--- src/rtl/reg_scoreboard_pkg.sv ---
// Shared register-file constants and types for the CPU register scoreboard.
package cpu_regfile_pkg;

    localparam int ADDR_W   = 5;
    localparam int NUM_REGS = 2 ** ADDR_W;
    localparam int ZERO_REG = 31;
    localparam int CNT_W    = 2;
    localparam int NUM_RD   = 2;

    typedef logic [ADDR_W-1:0] reg_addr_t;

endpackage

--- src/rtl/reg_scoreboard_if.sv ---
// Issue / writeback / lookup bus between the pipeline and the register scoreboard.
interface reg_scoreboard_if #(
    parameter int ADDR_W   = cpu_regfile_pkg::ADDR_W,
    parameter int NUM_REGS = cpu_regfile_pkg::NUM_REGS,
    parameter int NUM_RD   = cpu_regfile_pkg::NUM_RD
);

    logic                     issue_valid;
    logic [ADDR_W-1:0]        issue_rd;
    logic                     issue_ready;
    logic                     wb_valid;
    logic [ADDR_W-1:0]        wb_rd;
    logic [NUM_REGS-1:0]      we_en;
    logic [NUM_RD*ADDR_W-1:0] rd_addr;
    logic [NUM_RD-1:0]        rd_busy;
    logic [NUM_REGS-1:0]      busy_vec;
    logic                     underflow;

    modport master (
        output issue_valid, issue_rd, wb_valid, wb_rd, rd_addr,
        input  issue_ready, we_en, rd_busy, busy_vec, underflow
    );

    modport slave (
        input  issue_valid, issue_rd, wb_valid, wb_rd, rd_addr,
        output issue_ready, we_en, rd_busy, busy_vec, underflow
    );

endinterface

--- src/rtl/reg_scoreboard_dec.sv ---
// Binary-to-one-hot decoder with enable; all-zero output when disabled.
module onehot_decoder #(
    parameter int IN_W = 5
) (
    input  logic [IN_W-1:0]    in,
    input  logic               enable,
    output logic [2**IN_W-1:0] out
);

    // Set exactly the addressed bit when enabled.
    always_comb begin
        out = '0;
        for (int unsigned i = 0; i < 2 ** IN_W; i++) begin
            if (enable && (in == IN_W'(i))) begin
                out[i] = 1'b1;
            end
        end
    end

endmodule

--- src/rtl/reg_scoreboard.sv ---
// Register-file write tracker: per-register in-flight write counters, busy
// lookups for hazard logic and gated one-hot write enables.
module reg_scoreboard
    import cpu_regfile_pkg::*;
#(
    parameter int ADDR_W   = cpu_regfile_pkg::ADDR_W,
    parameter int NUM_REGS = cpu_regfile_pkg::NUM_REGS,
    parameter int ZERO_REG = cpu_regfile_pkg::ZERO_REG,
    parameter int CNT_W    = cpu_regfile_pkg::CNT_W,
    parameter int NUM_RD   = cpu_regfile_pkg::NUM_RD
) (
    input  logic           clk,
    input  logic           reset,
    reg_scoreboard_if.slave bus
);

    localparam logic [CNT_W-1:0]    CNT_MAX   = '1;
    localparam logic [NUM_REGS-1:0] ZERO_MASK = NUM_REGS'(1) << ZERO_REG;

    logic [CNT_W-1:0]     cnt [NUM_REGS];
    logic [NUM_REGS-1:0]  busyVec;
    logic [NUM_REGS-1:0]  issueOh;
    logic [NUM_REGS-1:0]  wbOh;
    logic [NUM_REGS-1:0]  incVec;
    logic [NUM_REGS-1:0]  decVec;
    logic [NUM_REGS-1:0]  ufVec;
    logic [2**ADDR_W-1:0] issueDec;
    logic [2**ADDR_W-1:0] wbDec;
    logic                 issueReady;
    logic                 issueAccept;
    logic                 underflowQ;
    logic [ADDR_W-1:0]    rdSel;

    function automatic logic inRange(input logic [ADDR_W-1:0] a);
        return int'(a) < NUM_REGS;
    endfunction

    // Stall only a full counter, unless a same-cycle writeback frees a slot.
    always_comb begin
        issueReady = 1'b1;
        if (inRange(bus.issue_rd) && (int'(bus.issue_rd) != ZERO_REG) &&
            (cnt[bus.issue_rd] == CNT_MAX) &&
            !(bus.wb_valid && (bus.wb_rd == bus.issue_rd))) begin
            issueReady = 1'b0;
        end
    end

    assign issueAccept = bus.issue_valid && issueReady;

    onehot_decoder #(.IN_W(ADDR_W)) issueDecoder (
        .in     (bus.issue_rd),
        .enable (issueAccept),
        .out    (issueDec)
    );

    onehot_decoder #(.IN_W(ADDR_W)) wbDecoder (
        .in     (bus.wb_rd),
        .enable (bus.wb_valid),
        .out    (wbDec)
    );

    // Decoder bits beyond NUM_REGS are dropped, so out-of-range addresses decode to zero.
    assign issueOh = issueDec[NUM_REGS-1:0];
    assign wbOh    = wbDec[NUM_REGS-1:0];

    // Zero register is masked out of every update, so its counter stays at its reset value.
    assign incVec = issueOh & ~ZERO_MASK;
    assign decVec = wbOh & ~ZERO_MASK & busyVec;
    assign ufVec  = wbOh & ~ZERO_MASK & ~busyVec & ~issueOh;

    for (genvar r = 0; r < NUM_REGS; r++) begin : gCnt
        assign busyVec[r] = (cnt[r] != '0);

        // Per-register pending count; simultaneous inc and dec cancel.
        always_ff @(posedge clk) begin
            if (!reset) begin
                cnt[r] <= '0;
            end else if (incVec[r] && !decVec[r]) begin
                cnt[r] <= cnt[r] + 1'b1;
            end else if (decVec[r] && !incVec[r]) begin
                cnt[r] <= cnt[r] - 1'b1;
            end
        end
    end

    // Sticky flag for a writeback that had no matching pending write.
    always_ff @(posedge clk) begin
        if (!reset) begin
            underflowQ <= 1'b0;
        end else if (|ufVec) begin
            underflowQ <= 1'b1;
        end
    end

    // Source-operand busy lookups from registered counters only.
    always_comb begin
        rdSel       = '0;
        bus.rd_busy = '0;
        for (int unsigned i = 0; i < NUM_RD; i++) begin
            rdSel          = bus.rd_addr[i*ADDR_W +: ADDR_W];
            bus.rd_busy[i] = inRange(rdSel) && busyVec[rdSel];
        end
    end

    assign bus.issue_ready = issueReady;
    assign bus.we_en       = wbOh & ~ZERO_MASK;
    assign bus.busy_vec    = busyVec;
    assign bus.underflow   = underflowQ;

endmodule

--- src/flat_wrapper.sv ---
// flat-port wrapper written by rule: the top's interface ports become plain ports
module reg_scoreboard_flat import cpu_regfile_pkg::*;
#(
    parameter int ADDR_W   = cpu_regfile_pkg::ADDR_W,
    parameter int NUM_REGS = cpu_regfile_pkg::NUM_REGS,
    parameter int ZERO_REG = cpu_regfile_pkg::ZERO_REG,
    parameter int CNT_W    = cpu_regfile_pkg::CNT_W,
    parameter int NUM_RD   = cpu_regfile_pkg::NUM_RD
)
  (clk, reset, bus_issue_valid, bus_issue_rd, bus_wb_valid, bus_wb_rd, bus_rd_addr, bus_issue_ready, bus_we_en, bus_rd_busy, bus_busy_vec, bus_underflow);
  reg_scoreboard_if #(.ADDR_W(ADDR_W), .NUM_REGS(NUM_REGS), .NUM_RD(NUM_RD)) bus_i ();
  input  logic clk;
  input  logic reset;
  input wire logic [$bits(bus_i.issue_valid)-1:0] bus_issue_valid;
  input wire logic [$bits(bus_i.issue_rd)-1:0] bus_issue_rd;
  input wire logic [$bits(bus_i.wb_valid)-1:0] bus_wb_valid;
  input wire logic [$bits(bus_i.wb_rd)-1:0] bus_wb_rd;
  input wire logic [$bits(bus_i.rd_addr)-1:0] bus_rd_addr;
  output wire logic [$bits(bus_i.issue_ready)-1:0] bus_issue_ready;
  output wire logic [$bits(bus_i.we_en)-1:0] bus_we_en;
  output wire logic [$bits(bus_i.rd_busy)-1:0] bus_rd_busy;
  output wire logic [$bits(bus_i.busy_vec)-1:0] bus_busy_vec;
  output wire logic [$bits(bus_i.underflow)-1:0] bus_underflow;
  assign bus_i.issue_valid = bus_issue_valid;
  assign bus_i.issue_rd = bus_issue_rd;
  assign bus_i.wb_valid = bus_wb_valid;
  assign bus_i.wb_rd = bus_wb_rd;
  assign bus_i.rd_addr = bus_rd_addr;
  assign bus_issue_ready = bus_i.issue_ready;
  assign bus_we_en = bus_i.we_en;
  assign bus_rd_busy = bus_i.rd_busy;
  assign bus_busy_vec = bus_i.busy_vec;
  assign bus_underflow = bus_i.underflow;
  reg_scoreboard #(.ADDR_W(ADDR_W), .NUM_REGS(NUM_REGS), .ZERO_REG(ZERO_REG), .CNT_W(CNT_W), .NUM_RD(NUM_RD)) u_core (.clk(clk), .reset(reset), .bus(bus_i));
endmodule
--- config.mk ---
export PLATFORM = sky130hd
export DESIGN_NAME = reg_scoreboard_flat
export DESIGN_NICKNAME = d
export VERILOG_FILES = /design/src/rtl/reg_scoreboard_pkg.sv /design/src/rtl/reg_scoreboard_if.sv /design/src/rtl/reg_scoreboard_dec.sv /design/src/rtl/reg_scoreboard.sv /design/src/flat_wrapper.sv
export SDC_FILE = /design/constraint.sdc
export NUM_CORES = 1
export LEC_CHECK = 0
export ABC_AREA = 1
export BUFFER_PORTS_ARGS = -buffer_cell sky130_fd_sc_hd__buf_2
export CAP_MARGIN = 20
export CORE_UTILIZATION = 29
export DETAILED_ROUTE_END_ITERATION = 7
export PLACE_DENSITY = 0.58
export SYNTH_ARGS = -nofsm -noshare
export SYNTH_HDL_FRONTEND = slang
export SYNTH_SLANG_ARGS = --single-unit
--- constraint.sdc ---
create_clock -name clk -period 4.4 [get_ports clk]
set_clock_uncertainty 0.15 [all_clocks]
set_input_delay 0.44 -clock clk [delete_from_list [all_inputs] [get_ports clk]]
set_output_delay 0.44 -clock clk [all_outputs]
set_load 0.05 [all_outputs]
==> metrics.txt, run 1 <==
outcome=completed; Hold Crit Start=u_core.cnt[20][0]; reg-to-reg startpoint=u_core.cnt[19][0]; final setup margin=0.735 ns; DP HPWL=19000 µm; R2R setup slack=roughly 1.4 ns; PwrDens=273 nW/µm²; hold_buf cts=0; Max-Cap Viols=0; syn_area_per_cell=a little over 6 µm²; largest fanout on the critical path=32; CP Data Arrival Time=roughly 3.1 ns; clk sinks=63; setup TNS=0 ns; DRC errors left=0; Clock Tree Root=clkbuf_16; total iterations of the first detailed-routing run=5; Post-Layout Cell Count=1427; hold violation total from the final report=0; EDFF count, synth=62; layout cells sized above 1=0.126; Synth cell types=29; Via Count=7160; area occupied by multi-input gates=3620 µm²; Routed WL per cell=17.1 µm; ys flop type=edfxtp_1; reg2reg end=u_core.cnt[16][1]; total track usage=0.220; DR iter-0 viols=between 700 and 800; initial antenna violation count=0; IO Pins=92; crit start category=primary input; area fraction of the dominant cell type after synthesis=0.286; worst rel slew slack=0.383; post-placement cell count=1411; gpl congestion=0.929; Yosys reg bits=63; ys async rst share=0; Worst Setup SP=bus_issue_rd[0]; GRT overflow=0; Slew Limit Fails=0; row count=between 50 and 60; first-pass GRT wire length=37100 µm; post-CTS setup buffer count=0; f_max=between 200 and 300 MHz; Worst Setup End Kind=primary output; slew at the pin closest to its max-slew limit=0.924 ns; Die Wd=152 µm; final period utilization=0.833; CTS tree=done; total routed wirelength=24400 µm; vias per inst=5.02; Yosys warning count=0; cts bufs inserted=9; Min-Delay Path Class=reg -> reg; Initial Util=0.297; CP Data Required Time=3.81 ns; largest net degree at the start of global routing=64; DP Worst Slack=0.623 ns; endpoints failing setup=0; number of I/O port buffers=around 90; P&R area growth vs syn=14.8%; Reg2Reg Depth=14; Final ANT Viol Nets=0; Ant. Diodes=0; unrepaired setup endpoints after global routing=false; sequential element share of the synthesized area=0.289; Reg clk slew, reported paths=0.06 ns; final worst path period need=3.67 ns; Synth top cells by count=248 x nand2_1, 193 x inv_1, 171 x nor2_1, 109 x nand3_1, 69 x o21ai_0; Gates resized, CTS repair=0; fillers=2475; Hold Path Depth=1; largest cells by area after synthesis=edfxtp_1 29%, nand2_1 14%, inv_1 11%; Die ar.=23000 µm²; core area=21900 µm²; Synth area leader=edfxtp_1; WS Path Type=in -> out; Longest Clk Path Bufs=2; FF/Latch Area=between 1500 and 2000 µm²; vias in the first global route=6579; hold worst-path end=u_core.cnt[20][0]; Clock Latency Late Sink=0.34 ns; maximum VDD drop=152 µV; synthesized cell area=around 6500 µm²; final net count=1196; post-synthesis cell count=roughly 1.1k; Leak Pwr=around 0.0035 µW; Die Span Y=152 µm; H-tree depth=3; most frequent cell after synthesis=nand2_1
critical path, cell delays in order:
cell and delay, ns:
buf_2 0.38, buf_4 0.37, nand2_1 0.08, o21ai_1 0.12, nand2_1 0.08, nand2_1 0.08
nand2_1 0.05, nand2_1 0.09, o21ai_1 0.06, nand2_1 0.10, nand3_2 0.70, buf_2 0.51
power by group:
group / switching, µW / leakage, µW / total [µW] / internal, µW
combinational: 335 / 0.00264 / 436 / 101
sequential: 20.7 / 0.000650 / 705 / 685
clock: 289 / 0.000171 / 896 / 607
total: 644 / 0.00346 / 2040 / 1390
flip-flops by register name, indices dropped and copies added (netlist names):
register	flops
u_core.cnt	62
u_core.bus.underflow	1
metal layers:
metal	track usage	routed length (µm)
met1	0.292	10400
met2	0.340	10600
met3	0.0575	2580
met4	0.0832	784
met5	0	0
cell usage in the layout (no fill, tap or decap), types with 2 or more instances in the layout:
cell / instances
a211oi_1: 2
a21oi_1: 47
a22oi_1: 2
a311o_1: 2
a31oi_1: 2
buf_2: 89
buf_4: 3
bufinv_16: 4
clkbuf_16: 9
clkinv_1: 2
conb_1: 2
edfxtp_1: 62
ha_1: 30
inv_1: 193
inv_2: 18
nand2_1: 248
nand3_1: 109
nand3_2: 8
nand4_1: 2
nor2_1: 171
nor2_2: 12
nor3_1: 36
o211ai_1: 2
o21ai_0: 69
o21ai_1: 17
o22ai_1: 2
cell type report:
class	instances	area share
clock buffer	9	0.0301
sequential	63	0.252
multi-input combinational	765	0.484
inverter	211	0.106
tap	280	0.0469
clock inverter	7	0.0181
timing repair buffer	92	0.0626
logic make-up (layout without fill, tap and decap cells):
family / count (synthesis) / after routing / synth area share
DFF: 63 / 63 / 0.289
AOI/OAI and AO/OA: 145 / 145 / 0.116
and+or+nand+nor: 587 / 587 / 0.380
xor gates and xnor gates: 1 / 1 / 0.00135
buffers and inverters: 251 / 319 / 0.155
adders and majority gates: 30 / 30 / 0.0577
other: 1 / 2 / 0.000576
stage by stage:
stage	area [µm²]	hold slack, ns	utilization	total power (µW)
2_1_floorplan	6510	0.376	-	1020
5_1_grt	7470	0.432	0.341	2120
6_report	7470	0.406	0.341	2040
3_5_place_dp	7110	0.397	0.325	1150
3_3_place_gp	7110	0.400	0.325	1140
4_1_cts	7470	0.407	0.341	2050
worst max-delay path by stage:
stage / to / slack (ns) / depth (start not counted)
detailed placement: u_core.cnt[16][1] / 0.62 / 16
CTS: bus_issue_ready / 0.83 / 12
floorplan: bus_rd_busy[0] / 1.57 / 10
global placement: u_core.cnt[16][1] / 0.58 / 16
global route: bus_issue_ready / 0.52 / 12
finish: bus_issue_ready / 0.73 / 12
No activity file was read; power rests on OpenSTA's default activity.
==> run 2: changes to the inputs <==
- clock period: 4.4 -> 3.8 ns (I/O delays scaled with it)
==> metrics.txt, run 2 (same netlist as run 1, synthesis figures left out) <==
outcome=completed; crit start category=primary input; slew at the pin closest to its max-slew limit=0.784 ns; Clock Tree Root=clkbuf_16; CP Data Required Time=3.27 ns; H-tree depth=3; vias in the first global route=6481; final net count=1200; layout cells sized above 1=0.129; Ant. Diodes=0; Die ar.=23000 µm²; Reg clk slew, reported paths=~0.050 ns; post-CTS setup buffer count=0; CTS tree=done; Most flops, register=u_core.cnt; setup TNS=0 ns; core area=21900 µm²; Via Count=7139; IO Pins=92; max reg flops=62; final worst path period need=about 3 ns; Slew Limit Fails=0; row count=54; Critical Path Slowest Stage Cell=buf_4; number of I/O port buffers=slightly below 90; cts bufs inserted=9; P&R area growth vs syn=14.6%; GRT overflow=0; Longest Clk Path Bufs=2; Leak Pwr=approximately 0.0035 µW; post-route cell area=7460 µm²; Die Wd=152 µm; final period utilization=0.791; most common cell after layout, fill and taps aside=nand2_1; Max-Cap Viols=0; total iterations of the first detailed-routing run=5; f_max=333 MHz; vias per inst=4.99; DR iter-0 viols=688; PwrDens=roughly 300 nW/µm²; Worst Setup End Kind=primary output; hold violation total from the final report=0; initial antenna violation count=0; most frequent cells in the layout=248 x nand2_1, 193 x inv_1, 171 x nor2_1; DRC errors left=0; first-pass GRT wire length=37000 µm; Gates resized, CTS repair=0; hold_buf cts=0; maximum VDD drop=217 µV; Min-Delay Path Class=reg -> reg; WS Path Type=in -> out; DP HPWL=~19000 µm; Final ANT Viol Nets=0; CP Data Arrival Time=around 2.5 ns; clk sinks=between 60 and 70; critical path's most frequent cell=nand2_1; Routed WL per cell=~17 µm; Placed Instance Area=a little over 7000 µm²; total routed wirelength=between 20000 and 25000 µm; total track usage=0.218; Initial Util=0.297; Clock Latency Late Sink=0.35 ns; PnR Total Power=2230 µW; largest net degree at the start of global routing=48; crit path cell chain=buf_2, buf_4, nand2_1, o21ai_1, nand2_1, nand2_1, nand2_1, nand2_1, o21ai_1, nand2_1, nand3_2, buf_4, buf_2; largest stage delay on the critical path=0.41 ns; Final Util=0.341; Hold Worst Slack=0.406 ns; endpoints failing setup=0; gpl congestion=0.978; largest fanout on the critical path=47; unrepaired setup endpoints after global routing=false; Die Span Y=152 µm; fillers=2473; worst rel slew slack=0.476
-- run 2: cell count changes in the layout (fill, tap and decap cells not counted) --
cell	before	now
buf_4	3	7
bufinv_16	4	2
clkinv_1	2	0
clkinv_2	0	2
clkbuf_1	0	1
clkinvlp_4	1	2
-- run 2: final timing paths --
kind,start,to,slack (ns),cells past startpoint
min reg2reg,u_core.cnt[0][0],u_core.cnt[0][0],0.41,1
max,bus_issue_rd[0],bus_issue_ready,0.80,13
max reg2reg,u_core.cnt[12][0],u_core.bus.underflow,1.06,17
min,u_core.cnt[0][0],u_core.cnt[0][0],0.41,1
-- run 2: layer usage --
layer | track usage | part of all wire | up-vias
li1 | - | - | 3554
met5 | 0 | 0 | -
met3 | 0.0365 | 0.090 | 39
met4 | 0.0871 | 0.026 | 0
met2 | 0.335 | 0.45 | 323
met1 | 0.301 | 0.44 | 3223
-- run 2: power breakdown --
part	internal [µW]	switching (µW)	total [µW]
logic	120	383	502
registers	793	24.5	817
clock network	572	336	908
-- run 2: worst max-delay path, delay by kind of cell --
kind            cells  cell delay, ns
compound gates      2            0.20
buf+inv             4            1.05
simple gates        7            0.80
-- run 2: through the flow --
stage          instances  setup slack (ns)
3_3_place_gp        1415             0.624
5_1_grt             1431             0.560
3_5_place_dp        1415             0.579
4_1_cts             1431             0.842
6_report            1431             0.796
2_1_floorplan       1079              1.03
-- run 2: area by class of cell --
class                      count  area (µm²)  share of cell area
timing repair buffer          96         498              0.0668
clock inverter                 6        85.1              0.0114
inverter                     211         792               0.106
multi-input combinational    765        3620               0.485
sequential                    63        1880               0.252
clock buffer                  10         229              0.0307
tap                          280         350              0.0470
